===== src/rtl/clock_period_meter.sv =====
`timescale 1ns/1ps
// Measures the period and high time of an asynchronous divided clock (dclk)
// in system clock cycles, with saturation/timeout reporting when dclk stops.
module clock_period_meter #(
  parameter int Width      = 16,
  parameter int SyncStages = 2
) (
  input  logic             clk,
  input  logic             rst,
  input  logic             en,
  input  logic             dclk,
  output logic [Width-1:0] period,
  output logic [Width-1:0] high_time,
  output logic             valid,
  output logic             stalled
);

  localparam logic [1:0] IDLE    = 2'd0;
  localparam logic [1:0] ARMED   = 2'd1;
  localparam logic [1:0] MEASURE = 2'd2;
  localparam logic [1:0] TIMEOUT = 2'd3;

  localparam logic [Width-1:0] MAX = '1;
  localparam logic [Width-1:0] ONE = {{(Width-1){1'b0}}, 1'b1};

  logic [SyncStages-1:0] sync;
  logic                  dly;
  logic                  dclk_s;
  logic                  rise;
  logic [1:0]            state;
  logic [Width-1:0]      cnt;
  logic [Width-1:0]      hcnt;

  assign dclk_s = sync[SyncStages-1];
  assign rise   = dclk_s & ~dly;

  // Synchronizer keeps running while disabled so edge detection is fresh on re-enable.
  always_ff @(posedge clk or negedge rst) begin
    if (!rst) begin
      sync <= '0;
      dly  <= 1'b0;
    end else begin
      sync <= {sync[SyncStages-2:0], dclk};
      dly  <= dclk_s;
    end
  end

  always_ff @(posedge clk or negedge rst) begin
    if (!rst) begin
      state     <= IDLE;
      cnt       <= '0;
      hcnt      <= '0;
      period    <= '0;
      high_time <= '0;
      valid     <= 1'b0;
      stalled   <= 1'b0;
    end else begin
      valid <= 1'b0;
      if (!en) begin
        state <= IDLE;
      end else begin
        case (state)
          IDLE: state <= ARMED;
          ARMED: begin
            // Time before the first edge is not a full period; start clean.
            if (rise) begin
              cnt     <= ONE;
              hcnt    <= ONE;
              stalled <= 1'b0;
              state   <= MEASURE;
            end
          end
          MEASURE: begin
            if (rise) begin
              period    <= cnt;
              high_time <= hcnt;
              valid     <= 1'b1;
              cnt       <= ONE;
              hcnt      <= ONE;
            end else if (cnt == MAX) begin
              period    <= MAX;
              high_time <= hcnt;
              valid     <= 1'b1;
              stalled   <= 1'b1;
              state     <= TIMEOUT;
            end else begin
              cnt <= cnt + ONE;
              if (dclk_s && hcnt != MAX) hcnt <= hcnt + ONE;
            end
          end
          TIMEOUT: begin
            // Partial interval since the stall is meaningless; restart on the edge.
            if (rise) begin
              cnt     <= ONE;
              hcnt    <= ONE;
              stalled <= 1'b0;
              state   <= MEASURE;
            end
          end
          default: state <= IDLE;
        endcase
      end
    end
  end

endmodule


===== config.mk =====
export PLATFORM = sky130hd
export DESIGN_NAME = clock_period_meter
export DESIGN_NICKNAME = d
export VERILOG_FILES = /design/src/rtl/clock_period_meter.sv
export SDC_FILE = /design/constraint.sdc
export NUM_CORES = 1
export LEC_CHECK = 0
export BUFFER_PORTS_ARGS = -buffer_cell sky130_fd_sc_hd__buf_2
export CORE_MARGIN = 4
export CORE_UTILIZATION = 58
export DETAILED_ROUTE_END_ITERATION = 8
export PLACE_DENSITY = 0.79
export SYNTH_ARGS = -nofsm -noshare
export SYNTH_HDL_FRONTEND = slang
export SYNTH_SLANG_ARGS = --single-unit

===== constraint.sdc =====
create_clock -name clk -period 2.5 [get_ports clk]
set_input_delay 0 -clock clk [delete_from_list [all_inputs] [get_ports clk]]
set_output_delay 0 -clock clk [all_outputs]
set_load 0.005 [all_outputs]

# After elaboration in Yosys (flattened, before gate mapping)
# Index checks and enable logic that the tools add are counted.
[word_totals]
regBits = 71
in_bits = 4
output_inout_bits = 34
elab_cells = 61
[classes]
add_sub_neg = 2
n_eq_ne = 13
mux = 25
bitwise = 2
reduce_logical = 10
[op_table]
columns = ["operator", "n"]
rows = [
  ["16-bit 2-to-1 mux", 10],
  ["16-bit one-hot mux with 2 select lines", 2],
  ["16-bit by 1-bit adder with 16-bit output (second input constant)", 2],
  ["16-bit equality test (second input constant)", 1],
  ["16-bit != test (second input constant)", 1],
  ["3-bit != test (second input constant)", 4],
  ["5-bit AND reduction", 2],
  ["2-bit 2-to-1 mux", 4],
  ["1-bit 2-to-1 mux", 7],
  ["2-bit one-hot mux with 3 select lines", 1],
  ["3-bit AND reduction", 2],
  ["2-bit equality test (second input constant)", 2],
  ["2-bit != test (second input constant)", 2],
  ["4-bit AND reduction", 1],
  ["2-bit nonzero test", 2],
  ["3-bit by 2-bit != test with 1-bit output (second input constant)", 1],
  ["2-bit by 1-bit equality test with 1-bit output (second input constant)", 1],
  ["2-bit logical NOT", 1],
  ["2-bit by 1-bit != test with 1-bit output (second input constant)", 1],
  ["1-bit one-hot mux with 2 select lines", 1],
  ["2-bit OR reduction", 1],
  ["1-bit bitwise AND", 1],
  ["1-bit logical AND", 1],
  ["1-bit NOT", 1],
]

# Longest topological paths before layout
# Gate-level depths: netlist of run 1.
[logic_depth]
depth_word = 6
mapped_depth = 8

# Worst setup path before layout of run 1
# No wires, ideal clock.
[synth_timing]
kind = "register -> register"
startpoint = "register cnt[0]"
endpoint = "register hcnt[11]"
arrival_ns = 1.917
setup_slack_ns = 0.488
stages_incl_launch_ff = 8
path_buffers = 1
period_less_slack_ns = 2.012
cell_sequence = "dfrtp_1 -> ha_1 -> nand3_1 -> nor4_1 -> or3_4 -> or2_2 -> clkbuf_1 -> o31ai_1"
[synth_between]
elab_chain_len = 3
[synth_rtl]
columns = ["element", "line", "rtl"]
rows = [
  ["start, declared", "31", "logic [Width-1:0] cnt;"],
  ["start signal, assigned", "87", "cnt <= cnt + ONE;"],
  ["16-bit equality test", "80", "end else if (cnt == MAX) begin"],
  ["3-bit != test (no line)", "--", ""],
  ["5-bit AND reduction (no line)", "--", ""],
  ["end signal, assigned", "88", "if (dclk_s && hcnt != MAX) hcnt <= hcnt + ONE;"],
  ["end, declared", "32", "logic [Width-1:0] hcnt;"],
]
# Every way passes these cells.
# A chain may end at the register's enable or synchronous reset.

# Worst setup path after layout of run 1
[layout_timing]
startpoint = "register cnt[0]"
endpoint = "register cnt[8]"
[layout_between]
elab_chain_len = 4
[layout_rtl]
columns = ["element", "line", "rtl"]
rows = [
  ["16-bit by 1-bit adder with 16-bit output", "87", ""],
  ["16-bit 2-to-1 mux", "80", ""],
  ["16-bit 2-to-1 mux", "74", "if (rise) begin"],
  ["16-bit one-hot mux with 2 select lines", "62", "case (state)"],
]
# Parallel ways exist; a longest one is shown, timed or not. The select of a mux whose other input is x is not followed.

==> results of run 1 <==
registers in the layout, indices dropped and copies added, names as in the netlist:
| register | cells |
|---|---|
| period | 16 |
| dly | 1 |
| sync | 2 |
| stalled | 1 |
| high_time | 16 |
| valid | 1 |
| hcnt | 16 |
| state | 2 |
| cnt | 16 |
synthesized netlist by cell type (5+ instances only):
library cell / count / area, um2
nor3_1: 6 / 30.0
nand2_1: 24 / 90.1
or2_2: 6 / 37.5
dfrtp_1: 71 / 1780
o21ai_0: 27 / 135
nand4_1: 6 / 37.5
nand3_1: 16 / 80.1
buf_4: 5 / 37.5
a21oi_1: 5 / 25.0
nor2_1: 15 / 56.3
o22a_1: 21 / 184
a31oi_1: 5 / 31.3
mux2_2: 16 / 180
clkbuf_1: 7 / 26.3
o31ai_1: 16 / 120
nor4_1: 8 / 50.1
per-layer routing:
| layer | vias to the layer above | GRT usage | share of wire |
|---|---|---|---|
| li1 | 1212 | - | - |
| met1 | 1241 | 0.269 | 0.45 |
| met2 | 75 | 0.326 | 0.48 |
| met3 | 11 | 0.0427 | 0.055 |
| met4 | 0 | 0.0728 | 0.016 |
| met5 | - | 0 | 0 |
power groups by stage:
| stage | clock network [mW] | logic (mW) | registers [mW] |
|---|---|---|---|
| finish | 0.751 | 0.341 | 1.37 |
| global route | 0.823 | 0.388 | 1.39 |
| CTS | 0.760 | 0.347 | 1.37 |
| detailed placement | 0 | 0.342 | 1.39 |
| global placement | 0 | 0.332 | 1.39 |
| floorplan | 0 | 0.197 | 1.38 |
area by class of cell:
cell class | instances | share of cell area
timing repair buffer | 51 | 0.0835
clock inverter | 2 | 0.00269
tap | 72 | 0.0242
multi-input combinational | 207 | 0.369
inverter | 4 | 0.00404
sequential | 71 | 0.478
clock buffer | 11 | 0.0380
metrics by stage:
| stage | std cells | setup WS (ns) |
|---|---|---|
| final | 418 | 0.190 |
| after global routing | 418 | 0.000552 |
| after CTS | 418 | 0.201 |
| after detailed placement | 402 | 0.226 |
| after global placement | 402 | 0.245 |
| after floorplan | 300 | 0.488 |
worst max-delay path: stages (launching register included):
cell and delay (ns):
dfrtp_1 0.41, ha_1 0.21, nand3_1 0.23, or4_4 0.58, o211ai_4 0.34, buf_4 0.23, o21ai_0 0.09, o41ai_1 0.09
repair_timing:
action / 4_1_cts / 5_1_grt
setup buffers: 0 / 0
hold endpoints to repair: 36 / 0
hold buffers: 3 / 0
endpoints found under the setup margin: 0 / 0
cell families after synthesis:
| family | synth area share |
|---|---|
| AND/OR/NAND/NOR | 0.163 |
| AO/OA/AOI/OAI | 0.193 |
| flip-flops | 0.543 |
| buffers and inverters | 0.0378 |
| multiplexers | 0.0550 |
| adder cells (fa/ha/maj) | 0.00764 |
worst max path at each step:
stage | to | start | cells after the start | slack, ns
after floorplan | hcnt[11] | cnt[0] | 7 | 0.49
final | cnt[8] | cnt[0] | 7 | 0.19
after CTS | hcnt[12] | cnt[0] | 6 | 0.20
after global routing | period[4] | cnt[0] | 7 | 0.0006
after detailed placement | period[4] | cnt[0] | 7 | 0.23
after global placement | hcnt[11] | cnt[0] | 6 | 0.24
==> qor.yml, run 1 <==
final_layout:
  multi_input_area_mm2: 0.00137
  most-common-layout-cells: "dfrtp_1, buf_2, o21ai_0, nand2_1, o22a_1"
  finalInstanceArea_mm2: 0.00372
  postLayoutCoreUtil: 0.675
  num_antenna_cells: 0
  syn2layout_area_growth_pct: 13.5
  fin_nets: 350
  drive_gt1_frac: 0.260
  area.sequential_mm2: 0.00178
  final.fill_count: 432
  mostFrequentLayoutCell: "dfrtp_1"
place:
  gp_congestion: 0.864
  io_buffers: 37
  place_area_mm2: 0.00353
  hpwl_um: 4500
setup_path:
  critPathMaxFanout: 11
  timing.rr.start: "cnt[0]"
  required_ns: 2.72
  r2r_slack_ns: 0.19
  rr_worst_depth: 7
  critPathLaunchType: "flop"
  worstPathArrival_ns: 2.53
  r2r-end: "cnt[8]"
  end_kind: "flop"
  path_class: "flop to flop"
yosys:
  synth-edff-count: 0
  async_flop_share: 1.00
  syn_area_per_cell_um2: 10.9
  ys.flop_type: "dfrtp_1"
  ys_ff_latch: 71
  synthCells: 300
  syn_nets: 306
  syn_area_mm2: 0.00327
  synthDistinctLibCells: 44
  ys_seq_area_frac: 0.543
  ys_warn_count: 0
power:
  combinationalPowerShare: 0.139
  internal_power_mw: 1.81
  powerDensity_mw_per_mm2: 663
  leakagePower_nw: 1.71
  power_mw: 2.46
  pwr-share-clk: 0.305
  switching_share: 0.264
  power_frac_seq: 0.557
  peakVddDrop_v: 0.000445
  power_switching_mw: 0.651
die:
  start_util: 0.594
  die_w_um: 83.1
  die_area_mm2: 0.00691
  die_y_um: 83.1
  io_pins: 38
  core-area_mm2: 0.00551
  num_rows: 27
detailed_routing:
  vias_per_cell: 6.07
  drc_errors: 0
  drt_first_pass_iters: 4
  wire_per_inst_um: 15.7
  drt-total-wl_um: 6580
  ant_nets: 0
  vias: 2539
  drt_iter0_drc: 241
clock_tree:
  cts.repair.resized: 0
  cts.htree.levels: 3
  clock_latency_ns: 0.34
  root_buffer: "clkbuf_8"
  cts_made_buffers: 9
  cts_tree: "done"
  clk_pin_slew_ns: 0.07
  cts_buffer_depth: 2
  clock-sinks: 71
sta:
  skew_ns: 0.00683
  slew_headroom: 0.502
  hold_violations: 0
  period_share: 0.924
  rsz0062_at_grt: "false"
  finalSetupViolations: 0
  hold_ws_ns: 0.257
  tightest_slew_ns: 0.748
  setup_tns_ns: 0
  fmax_mhz: 433
  finalCriticalPeriod_ns: 2.31
  slew_viol_final: 0
outcome:
  status: "complete, no violations"
worst_hold_path:
  hold_class: "input port to async pin"
job:
  drv_cap: 0
global_routing:
  grt_max_degree: 39
  grt_pass1_vias: 2362
  grt_first_pass_wirelength_um: 11500
  antenna_found_initial: 0
  overflow: 0
  grt_use_total: 0.201
No activity file was read; power rests on OpenSTA's default activity.
==> inputs of run 2 (changes only) <==
==> constraint.sdc (replaced) <==
create_clock -name clk -period 2.6 [get_ports clk]
set_input_delay 0 -clock clk [delete_from_list [all_inputs] [get_ports clk]]
set_output_delay 0 -clock clk [all_outputs]
set_load 0.005 [all_outputs]
==> qor.yml, run 2 (same netlist as run 1, synthesis figures left out) <==
outcome:
  status: "complete, no violations"
setup_path:
  crit_start: "cnt[0]"
  worstPathArrival_ns: 2.63
  path_class: "flop to flop"
  end_kind: "flop"
  r2r_slack_ns: 0.20
  cp_top_family: "simple AND/OR/NAND/NOR gates"
  r2r-end: "high_time[10]"
  required_ns: 2.83
  crit_path_end: "high_time[10]"
  crit_slowest_cell: "nor4_1"
  cpPeakStageDelay_ns: 0.58
  critPathLaunchType: "flop"
  crit_chain: "ha_1 > nand3_1 > nor4_1 > o21ai_2 > buf_4 > mux2_2"
  cp_num_cells: 6
  cp_num_buf_inv: 1
  rr_worst_depth: 6
  timing.rr.start: "cnt[0]"
  critPathMaxFanout: 9
die:
  die_w_um: 83.1
  die_y_um: 83.1
  die_area_mm2: 0.00691
  start_util: 0.594
  io_pins: 38
  num_rows: 27
  core-area_mm2: 0.00551
sta:
  fmax_mhz: 416
  finalCriticalPeriod_ns: 2.40
  period_share: 0.924
  setup_tns_ns: 0
  slew_viol_final: 0
  slew_headroom: 0.421
  hold_ws_ns: 0.263
  rsz0062_at_grt: "false"
  finalSetupViolations: 0
  skew_ns: 0.00671
  hold_violations: 0
  tightest_slew_ns: 0.865
final_layout:
  mostFrequentLayoutCell: "dfrtp_1"
  num_antenna_cells: 0
  most-common-layout-cells: "dfrtp_1, buf_2, o21ai_0, nand2_1, o22a_1"
  drive_gt1_frac: 0.267
  fin_nets: 349
  syn2layout_area_growth_pct: 15.1
clock_tree:
  cts.htree.levels: 3
  root_buffer: "clkbuf_8"
  postCtsSetupBuffers: 0
  cts_made_buffers: 9
  cts_buffer_depth: 2
  clock-sinks: 71
  cts_tree: "done"
  clock_latency_ns: 0.34
  clk_pin_slew_ns: 0.07
global_routing:
  antenna_found_initial: 0
  grt_first_pass_wirelength_um: 12100
  grt_use_total: 0.216
  overflow: 0
  grt_pass1_vias: 2510
  grt_max_degree: 39
detailed_routing:
  vias_per_cell: 6.06
  drt_iter0_drc: 155
  drc_errors: 0
  wire_per_inst_um: 16.5
  drt_first_pass_iters: 4
  vias: 2545
  drt-total-wl_um: 6920
  ant_nets: 0
place:
  gp_congestion: 0.797
  hpwl_um: 4590
  io_buffers: 37
power:
  powerDensity_mw_per_mm2: 683
  leakagePower_nw: 1.73
  peakVddDrop_v: 0.000365
  power_mw: 2.57
worst_hold_path:
  hold_class: "input port to async pin"
job:
  drv_cap: 0
[run 2: cell count changes in the layout (fill, tap and decap cells not counted)]
cell / before / now
clkinv_1: 1 / 0
clkinv_2: 2 / 3
buf_4: 10 / 9
bufinv_16: 0 / 1
clkbuf_8: 10 / 12
[run 2: metal layers]
layer / vias to the layer above / GRT usage / share of wire
met5: - / 0 / 0
met4: 0 / 0.0921 / 0.014
met3: 8 / 0.0546 / 0.053
met2: 75 / 0.351 / 0.48
met1: 1252 / 0.276 / 0.45
li1: 1210 / - / -
[run 2: worst reg2reg max path, cell delays in order (launching register included)]
cell	delay, ns
dfrtp_1	0.43
ha_1	0.22
nand3_1	0.24
nor4_1	0.58
o21ai_2	0.28
buf_4	0.26
mux2_2	0.28
[run 2: cell type report]
type / count / area [um2]
sequential: 71 / 1780
clock inverter: 3 / 40.0
tap: 72 / 90.1
fill: 409 / 1740
inverter: 4 / 16.3
clock buffer: 13 / 169
timing repair buffer: 50 / 303
multi-input combinational: 207 / 1370
[run 2: timing repair]
| action | CTS | global route |
|---|---|---|
| gates resized for setup | 1 | 0 |
| endpoints found under the setup margin | 1 | 0 |
| hold buffers | 3 | 0 |
| endpoints found under the hold margin | 37 | 0 |
[run 2: how the worst min path moves through the flow]
| stage | from | endpoint | depth (start not counted) |
|---|---|---|---|
| after floorplan | rst | cnt[0] | 0 |
| after global placement | rst | period[4] | 1 |
| after detailed placement | rst | period[3] | 1 |
| after CTS | rst | period[3] | 2 |
| after global routing | dclk | sync[0] | 2 |
| final | rst | period[3] | 2 |
[run 2: metrics by stage]
stage	utilization	cells	instance area (um2)	setup WS [ns]
floorplan	-	300	3270	0.588
global placement	0.641	401	3530	0.183
detailed placement	0.641	401	3530	0.0391
CTS	0.684	420	3770	0.178
global route	0.684	420	3770	0.0528
finish	0.684	420	3770	0.199
[run 2: where the power goes]
group	internal, mW	switching [mW]
clock network	0.519	0.401
registers	1.22	0.0975
logic	0.172	0.164
==> inputs of run 3 (changes only) <==
==> constraint.sdc (replaced) <==
create_clock -name clk -period 2.4 [get_ports clk]
set_input_delay 0 -clock clk [delete_from_list [all_inputs] [get_ports clk]]
set_output_delay 0 -clock clk [all_outputs]
set_load 0.005 [all_outputs]
==> qor.yml, run 3 (same netlist as run 1, synthesis figures left out) <==
detailed_routing:
  vias_per_cell: 6.06
  highest-signal-layer: "met4"
  drt-total-wl_um: 6740
  drt_first_pass_iters: 4
  wirelength_met1_um: 3040
  wire_per_inst_um: 16.0
  drc_errors: 0
  met2WireLength_um: 3280
  drt_iter0_drc: 155
  met3_length_um: 292
  vias: 2552
  ant_nets: 0
final_layout:
  num_antenna_cells: 0
  postLayoutCoreUtil: 0.687
  most-common-layout-cells: "dfrtp_1, buf_2, o21ai_0, nand2_1, o22a_1"
  finalInstanceArea_mm2: 0.00378
  multi_input_area_mm2: 0.00138
  drive_gt1_frac: 0.266
  final.fill_count: 425
  mostFrequentLayoutCell: "dfrtp_1"
  area.sequential_mm2: 0.00178
  fin_nets: 350
  syn2layout_area_growth_pct: 15.6
clock_tree:
  cts_tree: "done"
  clock_latency_ns: 0.35
  clk_pin_slew_ns: 0.07
  root_buffer: "clkbuf_8"
  cts.htree.levels: 3
  postCtsSetupBuffers: 0
  clock-sinks: 71
  cts_made_buffers: 9
  cts_buffer_depth: 2
power:
  peakVddDrop_v: 0.000504
  powerDensity_mw_per_mm2: 755
  leakagePower_nw: 1.73
setup_path:
  r2r_slack_ns: 0.17
  crit_path_end: "cnt[5]"
  rr_worst_depth: 7
  critPathLaunchType: "flop"
  required_ns: 2.64
  path_class: "flop to flop"
  r2r-end: "cnt[5]"
  crit_start: "cnt[0]"
  timing.rr.start: "cnt[0]"
  critPathMaxFanout: 17
  worstPathArrival_ns: 2.46
  end_kind: "flop"
global_routing:
  grt_first_pass_wirelength_um: 11900
  grt_use_total: 0.211
  antenna_found_initial: 0
  grt_max_degree: 72
  overflow: 0
  grt_pass1_vias: 2580
die:
  die_area_mm2: 0.00691
  io_pins: 38
  start_util: 0.594
  die_w_um: 83.1
  core-area_mm2: 0.00551
  num_rows: 27
  die_y_um: 83.1
worst_hold_path:
  hold_depth: 2
  hold_class: "input port to flop"
place:
  io_buffers: 37
  place_area_mm2: 0.00352
  hpwl_um: 4480
  place_ws_ns: 0.0887
  gp_congestion: 0.802
job:
  drv_cap: 0
sta:
  hold_ws_ns: 0.297
  slew_viol_final: 0
  fmax_mhz: 449
  hold_violations: 0
  period_share: 0.927
  finalCriticalPeriod_ns: 2.23
  finalSetupViolations: 0
  setup_tns_ns: 0
  worst_slack_ns: 0.174
  slew_headroom: 0.422
  skew_ns: 0.0104
  tightest_slew_ns: 0.866
  rsz0062_at_grt: "false"
outcome:
  status: "complete, no violations"
==> run 3: metrics by stage <==
| step | power [mW] | cells |
|---|---|---|
| 4_1_cts | 2.87 | 421 |
| 3_3_place_gp | 1.79 | 402 |
| 5_1_grt | 2.99 | 421 |
| 6_report | 2.85 | 421 |
| 3_5_place_dp | 1.81 | 402 |
| 2_1_floorplan | 1.64 | 300 |
==> run 3: layout make-up <==
cell class / instances / area share
multi-input cells: 207 / 0.365
well taps: 72 / 0.0238
repair buffers: 51 / 0.0787
clock buffers: 13 / 0.0420
flip-flops and latches: 71 / 0.470
clock inverters: 3 / 0.0172
inverters: 4 / 0.00397
==> run 3: what timing repair did <==
item / 4_1_cts / 5_1_grt
resized for setup: 0 / 1
endpoints found under the hold margin: 74 / 0
setup endpoints to repair: 0 / 27
hold buffers: 3 / 0
==> run 3: critical path: stages (launching register included) <==
cell and delay (ns):
dfrtp_1 0.43, ha_1 0.22, nand3_1 0.15, or4_4 0.56, o211ai_4 0.29, buf_4 0.28, o21ai_0 0.12, o41ai_1 0.08
==> run 3: worst min path at each step <==
stage / startpoint / endpoint
2_1_floorplan: rst / cnt[0]
3_3_place_gp: dclk / sync[0]
3_5_place_dp: dclk / sync[0]
4_1_cts: dclk / sync[0]
5_1_grt: dclk / sync[0]
6_report: dclk / sync[0]
==> run 3: power breakdown <==
part / switching (mW) / leakage (nW) / internal (mW)
logic: 0.171 / 0.670 / 0.182
registers: 0.110 / 0.950 / 1.32
clock network: 0.430 / 0.114 / 0.642
total: 0.711 / 1.73 / 2.14
==> run 3: metal layers <==
layer | vias to the layer above | GRT usage
met3 | 11 | 0.0536
met4 | 0 | 0.0936
met2 | 62 | 0.344
li1 | 1207 | -
met5 | - | 0
met1 | 1272 | 0.267
